### config.mk
export PLATFORM = sky130hd
export DESIGN_NAME = ifetch_unit
export DESIGN_NICKNAME = d
export VERILOG_FILES = /design/src/rtl/ifetch_unit.sv
export SDC_FILE = /design/constraint.sdc
export NUM_CORES = 1
export LEC_CHECK = 0
export CORE_UTILIZATION = 25
export DETAILED_ROUTE_END_ITERATION = 8
export GPL_TIMING_DRIVEN = 0
export PLACE_DENSITY = 0.44
export SLEW_MARGIN = 5
export SYNTH_ARGS = -nofsm -noshare
export SYNTH_HDL_FRONTEND = slang
export SYNTH_SLANG_ARGS = --single-unit
### constraint.sdc
create_clock -name clk -period 2.95 [get_ports clk]
set_input_delay 0.7375 -clock clk [delete_from_list [all_inputs] [get_ports clk]]
set_output_delay 0.7375 -clock clk [all_outputs]
set_load 0.05 [all_outputs]
### src/rtl/ifetch_unit.sv
// Instruction-fetch initiator: drives instruction_memory, absorbs its 1-cycle read latency
// with a 2-entry buffer, and handles redirects. Optional fault path: IFETCH_MISALIGN_CHECK_EN.
module ifetch_unit #(
    parameter logic [31:0] RESET_PC = 32'h0000_0000,
    parameter int          ADDR_W   = 10
) (
    input  logic              clk,
    input  logic              rst_n,
    output logic [ADDR_W-1:0] imem_addr,
    input  logic [31:0]       imem_rdata,
    input  logic              redirect_valid,
    input  logic [31:0]       redirect_pc,
    output logic              if_valid,
    input  logic              if_ready,
    output logic [31:0]       if_instr,
    output logic [31:0]       if_pc,
    output logic              if_misaligned
);
    localparam int          DEPTH       = 2;
    localparam logic [31:0] FAULT_INSTR = 32'h0000_0013;

    typedef struct packed {
        logic        valid;
        logic [31:0] instr;
        logic [31:0] pc;
`ifdef IFETCH_MISALIGN_CHECK_EN
        logic        fault;
`endif
    } entry_t;

    logic [31:0] fetch_pc_reg, fetch_pc_next;
    logic        inflight_reg, inflight_next;
    logic [31:0] inflight_pc_reg, inflight_pc_next;
    entry_t      ent_reg  [DEPTH];
    entry_t      ent_next [DEPTH];
    entry_t      cap_entry;
    logic [1:0]  occupancy;
    logic        pop;
    logic        room;
    logic        issue;
`ifdef IFETCH_MISALIGN_CHECK_EN
    logic        halted_reg, halted_next;
    logic        misaligned_redirect;
    entry_t      fault_entry;
`endif

    assign imem_addr = fetch_pc_reg[ADDR_W+1:2];
    assign if_valid  = ent_reg[0].valid;
    assign if_instr  = ent_reg[0].instr;
    assign if_pc     = ent_reg[0].pc;
`ifdef IFETCH_MISALIGN_CHECK_EN
    assign if_misaligned = ent_reg[0].fault;
`else
    assign if_misaligned = 1'b0;
`endif

    // Occupancy counts the in-flight read, so the buffer can never overflow when it lands.
    always_comb begin
        occupancy = 2'(ent_reg[0].valid) + 2'(ent_reg[1].valid) + 2'(inflight_reg);
        pop       = ent_reg[0].valid && if_ready;
        room      = (occupancy - 2'(pop)) < 2'd2;
`ifdef IFETCH_MISALIGN_CHECK_EN
        issue     = !redirect_valid && !halted_reg && room;
`else
        issue     = !redirect_valid && room;
`endif
    end

    always_comb begin
        cap_entry       = '0;
        cap_entry.valid = 1'b1;
        cap_entry.instr = imem_rdata;
        cap_entry.pc    = inflight_pc_reg;
        for (int i = 0; i < DEPTH; i++) begin
            ent_next[i] = ent_reg[i];
        end
        if (pop) begin
            ent_next[0] = ent_reg[1];
            ent_next[1] = '0;
        end
        if (inflight_reg) begin
            if (!ent_next[0].valid) begin
                ent_next[0] = cap_entry;
            end else begin
                ent_next[1] = cap_entry;
            end
        end
`ifdef IFETCH_MISALIGN_CHECK_EN
        misaligned_redirect = redirect_pc[1:0] != 2'b00;
        fault_entry         = '0;
        fault_entry.valid   = 1'b1;
        fault_entry.instr   = FAULT_INSTR;
        fault_entry.pc      = redirect_pc;
        fault_entry.fault   = 1'b1;
`endif
        if (redirect_valid) begin
            for (int i = 0; i < DEPTH; i++) begin
                ent_next[i] = '0;
            end
`ifdef IFETCH_MISALIGN_CHECK_EN
            if (misaligned_redirect) begin
                ent_next[0] = fault_entry;
            end
`endif
        end
    end

    // Any pending read is either captured this edge or squashed, so inflight follows issue.
    always_comb begin
        fetch_pc_next    = fetch_pc_reg;
        inflight_next    = issue;
        inflight_pc_next = inflight_pc_reg;
`ifdef IFETCH_MISALIGN_CHECK_EN
        halted_next      = halted_reg;
`endif
        if (redirect_valid) begin
`ifdef IFETCH_MISALIGN_CHECK_EN
            fetch_pc_next = redirect_pc;
            halted_next   = misaligned_redirect;
`else
            fetch_pc_next = redirect_pc & ~32'h0000_0003;
`endif
        end else if (issue) begin
            inflight_pc_next = fetch_pc_reg;
            fetch_pc_next    = fetch_pc_reg + 32'd4;
        end
    end

    always_ff @(posedge clk or negedge rst_n) begin
        if (!rst_n) begin
            fetch_pc_reg    <= RESET_PC;
            inflight_reg    <= 1'b0;
            inflight_pc_reg <= '0;
`ifdef IFETCH_MISALIGN_CHECK_EN
            halted_reg      <= 1'b0;
`endif
            for (int i = 0; i < DEPTH; i++) begin
                ent_reg[i] <= '0;
            end
        end else begin
            fetch_pc_reg    <= fetch_pc_next;
            inflight_reg    <= inflight_next;
            inflight_pc_reg <= inflight_pc_next;
`ifdef IFETCH_MISALIGN_CHECK_EN
            halted_reg      <= halted_next;
`endif
            for (int i = 0; i < DEPTH; i++) begin
                ent_reg[i] <= ent_next[i];
            end
        end
    end

endmodule

==> qor.yml <==
layout_common_cells: "223 x nand2_1, 191 x dfrtp_1, 138 x clkdlybuf4s50_1"
cts_tree: "built"
wirelength_mm: 28.6
post_drt_via_cell_ratio: 4.66
multiInputGateArea_sq_um: 3590
worstSetupEndpointType: "flop"
min_period_ns: 2.87
seqCellArea_sq_um: 4780
start_util_pct: 25.6
fill_cells: 3761
syn-num-nets: 1054
cts_made_buffers: 17
drt_first_pass_iters: 6
grt_pass1_vias: 7823
r2r_slack_ns: 0.17
route.vias.total: 7563
dp_cells: 1585
maxSlewViolCount: 0
grt_overflow_total: 0
timing.rr.start: "if_valid"
ys_types: 39
fp.dieW_um: 193
antenna_found_initial: 1
drive_gt1_share_pct: 13.9
finish.utilization_pct: 33.4
hold_viol: 0
die_y_um: 193
num_rows: 69
yosysSeqAreaShare_pct: 52.3
routabilityCongestion: 0.769
fmax_mhz: 348
worst_hold_slack_ns: 0.327
clk_pin_slew_worst_paths_ns: 0.08
crit_fanout: 3
num_io_pins: 144
power_density_nw_per_um2: 631
cp.required_ns: 3.30
dp.final_hpwl_mm: 19.7
cts_num_sinks: 191
total_power_mw: 7.53
finalCritPeriodShare_pct: 97.3
avgRoutedWirePerCell_um: 17.6
p_leak_nw: 4.79
min_path_type: "in2async"
worstSetupStartpointType: "input pin"
drc: 16
synthesis.area_sq_um: 9140
port_buffers: 140
arrival_ns: 3.22
largest_register_ffs: 65
mostFrequentLayoutCell: "nand2_1"
area_growth_pct: 30.5
syn-mean-instance-area_sq_um: 9.30
worst_pin_slew_ns: 0.879
grt_usage_pct: 15.6
critPathKind: "in2reg"
setup-violations-final: 0
synth-seq-cells: 191
ys_warn_count: 0
r2r.worst_path.cells: 12
final_cells: 1624
max-slew-margin-rel_pct: 41.2
htree_levels: 4
status: "complete, but fails checks"
antenna_left: 0
r2r_end: "fetch_pc_reg[30]"
grt_pass1_wl_mm: 45.7
grt_start_max_net_pins: 100
synthCells: 983
root_buffer: "clkbuf_16"
core_sq_um: 35700
clockBufferDepth: 2
max-cap-violations: 0
skew_ns: 0.0164
hold_buffers: 0
drtIter0Drc: 421
worstSkewPairLatency_ns: 0.44
violations: "design-rule violations"
ir_drop_v: 0.000418
layout.nets: 1220
rsz0062_at_grt: "no"
dieArea_sq_um: 37300
## cell usage after synthesis, drive strengths merged
library cell	instances	area (sq um)
clkbuf	59	221
or3	2	17.5
nand3b	1	7.51
nor2	68	255
o21ai	27	135
o31a	2	17.5
and4	4	35.0
a311oi	62	543
nand4	15	93.8
mux2	31	349
buf	89	618
and2	3	18.8
nor2b	1	6.26
ha	3	37.5
a21oi	65	325
nor4	6	43.8
nor4b	1	8.76
xnor2	11	96.3
or2	1	6.26
inv	7	26.3
nand3	71	355
a22oi	1	7.51
a31oi	2	12.5
nor3	4	20.0
o31ai	1	7.51
conb	1	3.75
dfrtp	191	4780
nand2b	1	6.26
and3	7	45.1
xor2	16	140
mux2i	5	50.1
or4	2	15.0
nand2	223	837
## where the power goes
group | switching, mW | internal [mW]
logic | 1.17 | 0.804
clock network | 1.11 | 1.28
registers | 0.261 | 2.91
## worst max-delay path by stage
stage | endpoint | slack, ns | start
6_report | fetch_pc_reg[30] | 0.08 | if_ready
5_1_grt | fetch_pc_reg[30] | 0.01 | if_ready
4_1_cts | fetch_pc_reg[30] | 0.10 | if_ready
3_5_place_dp | inflight_pc_reg[7] | -0.93 | if_ready
3_3_place_gp | if_instr[19] | -7.68 | rst_n
2_1_floorplan | inflight_pc_reg[10] | -0.008 | if_ready
## logic make-up (layout without fill, tap and decap cells)
group	Yosys count	in the layout	share of synthesized area [%]
DFF	191	191	52.3
muxes	36	36	4.37
adders and majority gates	3	3	0.411
and+or+nand+nor	410	410	19.4
other	1	2	0.0410
AOI/OAI and AO/OA	160	160	11.5
xor gates and xnor gates	27	27	2.59
buffers and inverters	155	334	9.47
## worst max-delay path: stages
cell and delay [ns]:
dlygate4sd2_1 0.24, nand2_1 0.08, inv_1 0.05, clkbuf_8 0.14
ha_4 0.25, inv_2 0.03, ha_4 0.21, a21oi_4 0.24
buf_6 0.15, xor2_4 0.16, nand4_1 0.21, or4_1 0.53
a31oi_1 0.17
## area by class of cell
type                            count  share of cell area [%]
Sequential cell                   191                    40.1
Multi-Input combinational cell    637                    30.1
Timing Repair Buffer              147                    12.6
Buffer                            148                    7.24
Tap cell                          461                    4.84
Clock buffer                       19                    3.63
Clock inverter                     13                    1.30
Inverter                            7                   0.220
Antenna cell                        1                  0.0210
## what timing repair did
item	in CTS	in global routing
pin swaps	5	1
buffers inserted	5	1
endpoints found under the setup margin	45	1
resized for setup	10	0
## per-stage QoR
| stage | setup TNS, ns | worst slack [ns] | instance area [sq um] |
|---|---|---|---|
| CTS | 0 | 0.104 | 11900 |
| floorplan | -0.164 | -0.00821 | 9220 |
| detailed placement | -70.26 | -0.932 | 11200 |
| global placement | -1530.54 | -7.68 | 11200 |
| global route | 0 | 0.0120 | 11900 |
| finish | 0 | 0.0798 | 11900 |
## per-layer routing
metal  vias to the layer above  GRT usage, %  wire [um]
met5                         -             0          0
met4                         0          3.82        235
met3                        16          2.11       1020
met2                       150          25.0      13400
met1                      3747          22.1      13900
li1                       3650             -          -
No activity file was read; power rests on OpenSTA's default activity.
==> variant, RTL diff (same settings) <==
`ADDR_W`: 10 -> 12.
--- a/src/rtl/ifetch_unit.sv
+++ b/src/rtl/ifetch_unit.sv
@@ -2,7 +2,7 @@
 // with a 2-entry buffer, and handles redirects. Optional fault path: IFETCH_MISALIGN_CHECK_EN.
 module ifetch_unit #(
     parameter logic [31:0] RESET_PC = 32'h0000_0000,
-    parameter int          ADDR_W   = 10
+    parameter int          ADDR_W   = 12
 ) (
     input  logic              clk,
     input  logic              rst_n,
Interface: changed (resized imem_addr); port bits go from 144 to 146. No check against the original RTL was run, so the function may have changed too.
==> variant against the unedited design <==
Sequential cell count unchanged. Wire length fell by 0.60%. Via count fell by 1.4%. Register-to-register slack better by 0.10 ns. Largest power group unchanged. Area after synthesis is 0.16% higher. Final area is 0.55% higher. The flow still finishes with violations (design-rule violations). Total power increased by 0.53%. Setup slack better by 0.18 ns. Non-clock buffer count up 7. Sequential power barely moved.
==> variant: results (changes against the unedited design) <==
- Outcome: finished, violations left (unchanged)
- Failing checks: design-rule violations (unchanged)
- Mapped Nets: 1056 (was 1054)
- Static leakage: 0.004849 uW (was 0.004792 uW)
- Syn Inst Count: 985 (was 983)
- Area of the multi-input gates: 3595 um2 (was 3586 um2)
- Total power: 7569 uW (was 7529 uW)
- Number of global-route vias before repair: 7773 (was 7823)
- CP startpoint: fetch_pc_reg[2] (was if_ready)
- Clock-cell share: 0.05007 (was 0.04930)
- Worst slack, placed: -0.9284 ns (was -0.9317 ns)
- DRT Wirelength: 28.47 mm (was 28.64 mm)
- Drt via density: 4.575 (was 4.657)
- Combinational share of power: 0.263 (was 0.262)
- Tightest Pin Transition: 0.8655 ns (was 0.8787 ns)
- First-pass GRT wire length: 45.04 mm (was 45.67 mm)
- Reg-to-reg endpoint: fetch_pc_reg[28] (was fetch_pc_reg[30])
- Nets: 1227 (was 1220)
- Clk_skew: 0.01722 ns (was 0.01636 ns)
- I/O Buffers: 142 (was 140)
- Global placement routability congestion: 0.7457 (was 0.7693)
- FF-to-FF setup slack: 0.27 ns (was 0.17 ns)
- Critical path's largest stage delay: 0.79 ns (was 0.53 ns)
- P_sw: 2562 uW (was 2543 uW)
- Non-clk bufs: 302 (was 295)
- # DRC: 12 (was 16)
- DP Cell Count: 1589 (was 1585)
- Fmax: 371.4 MHz (was 348.4 MHz)
- Buffering overhead: 0.2014 (was 0.1987)
- Clock buffers: 18 (was 19)
- Sequential element share of the synthesized area: 0.5219 (was 0.5228)
- Main area contributors after synthesis: dfrtp_1, nand2_1, buf_4 (unchanged)
- Placed inst area: 11260 um2 (was 11230 um2)
- Max VDD drop: 0.3579 mV (was 0.4183 mV)
- CP max FO: 7 (was 3)
- First-pass detailed-route iteration total: 8 (was 6)
- Min Hold Slack: 0.3323 ns (was 0.3271 ns)
- Diode count: 0 (was 1)
- Die area: 37400 um2 (was 37340 um2)
- Share of cells above drive strength 1: 0.1463 (was 0.1386)
- FILL cells: 3724 (was 3761)
- Crit path DAT: 1.95 ns (was 3.22 ns)
- Via count: 7457 (was 7563)
-- variant: what timing repair did --
action,in CTS,in global routing
setup endpoints to repair,47,100
hold buffers,0,0
gates resized for setup,8,5
pin swaps,3,3
buffers inserted,8,2
-- variant: cell families (layout without fill, tap and decap cells) --
family                     Yosys count  in the layout  synth area share
DFF                                191            191            0.5219
muxes                               36             36           0.04358
AOI/OAI and AO/OA                  160            160            0.1145
adders and majority gates            3              3          0.004099
and+or+nand+nor                    410            410            0.1935
xor gates and xnor gates            27             27           0.02582
other                                1              1         0.0004095
buffers and inverters              157            341           0.09619
-- variant: per-layer routing --
metal | global-route usage | wire (um) | vias to the layer above
li1 | - | - | 3656
met1 | 0.2226 | 14320 | 3644
met2 | 0.2406 | 12920 | 143
met3 | 0.02423 | 898 | 14
met4 | 0.03467 | 340 | 0
met5 | 0 | 0 | -
-- variant: worst max-delay path, delay by kind of cell (launching register included) --
family,cells,cell delay [ns]
flops,1,0.57
buf+inv,2,0.97
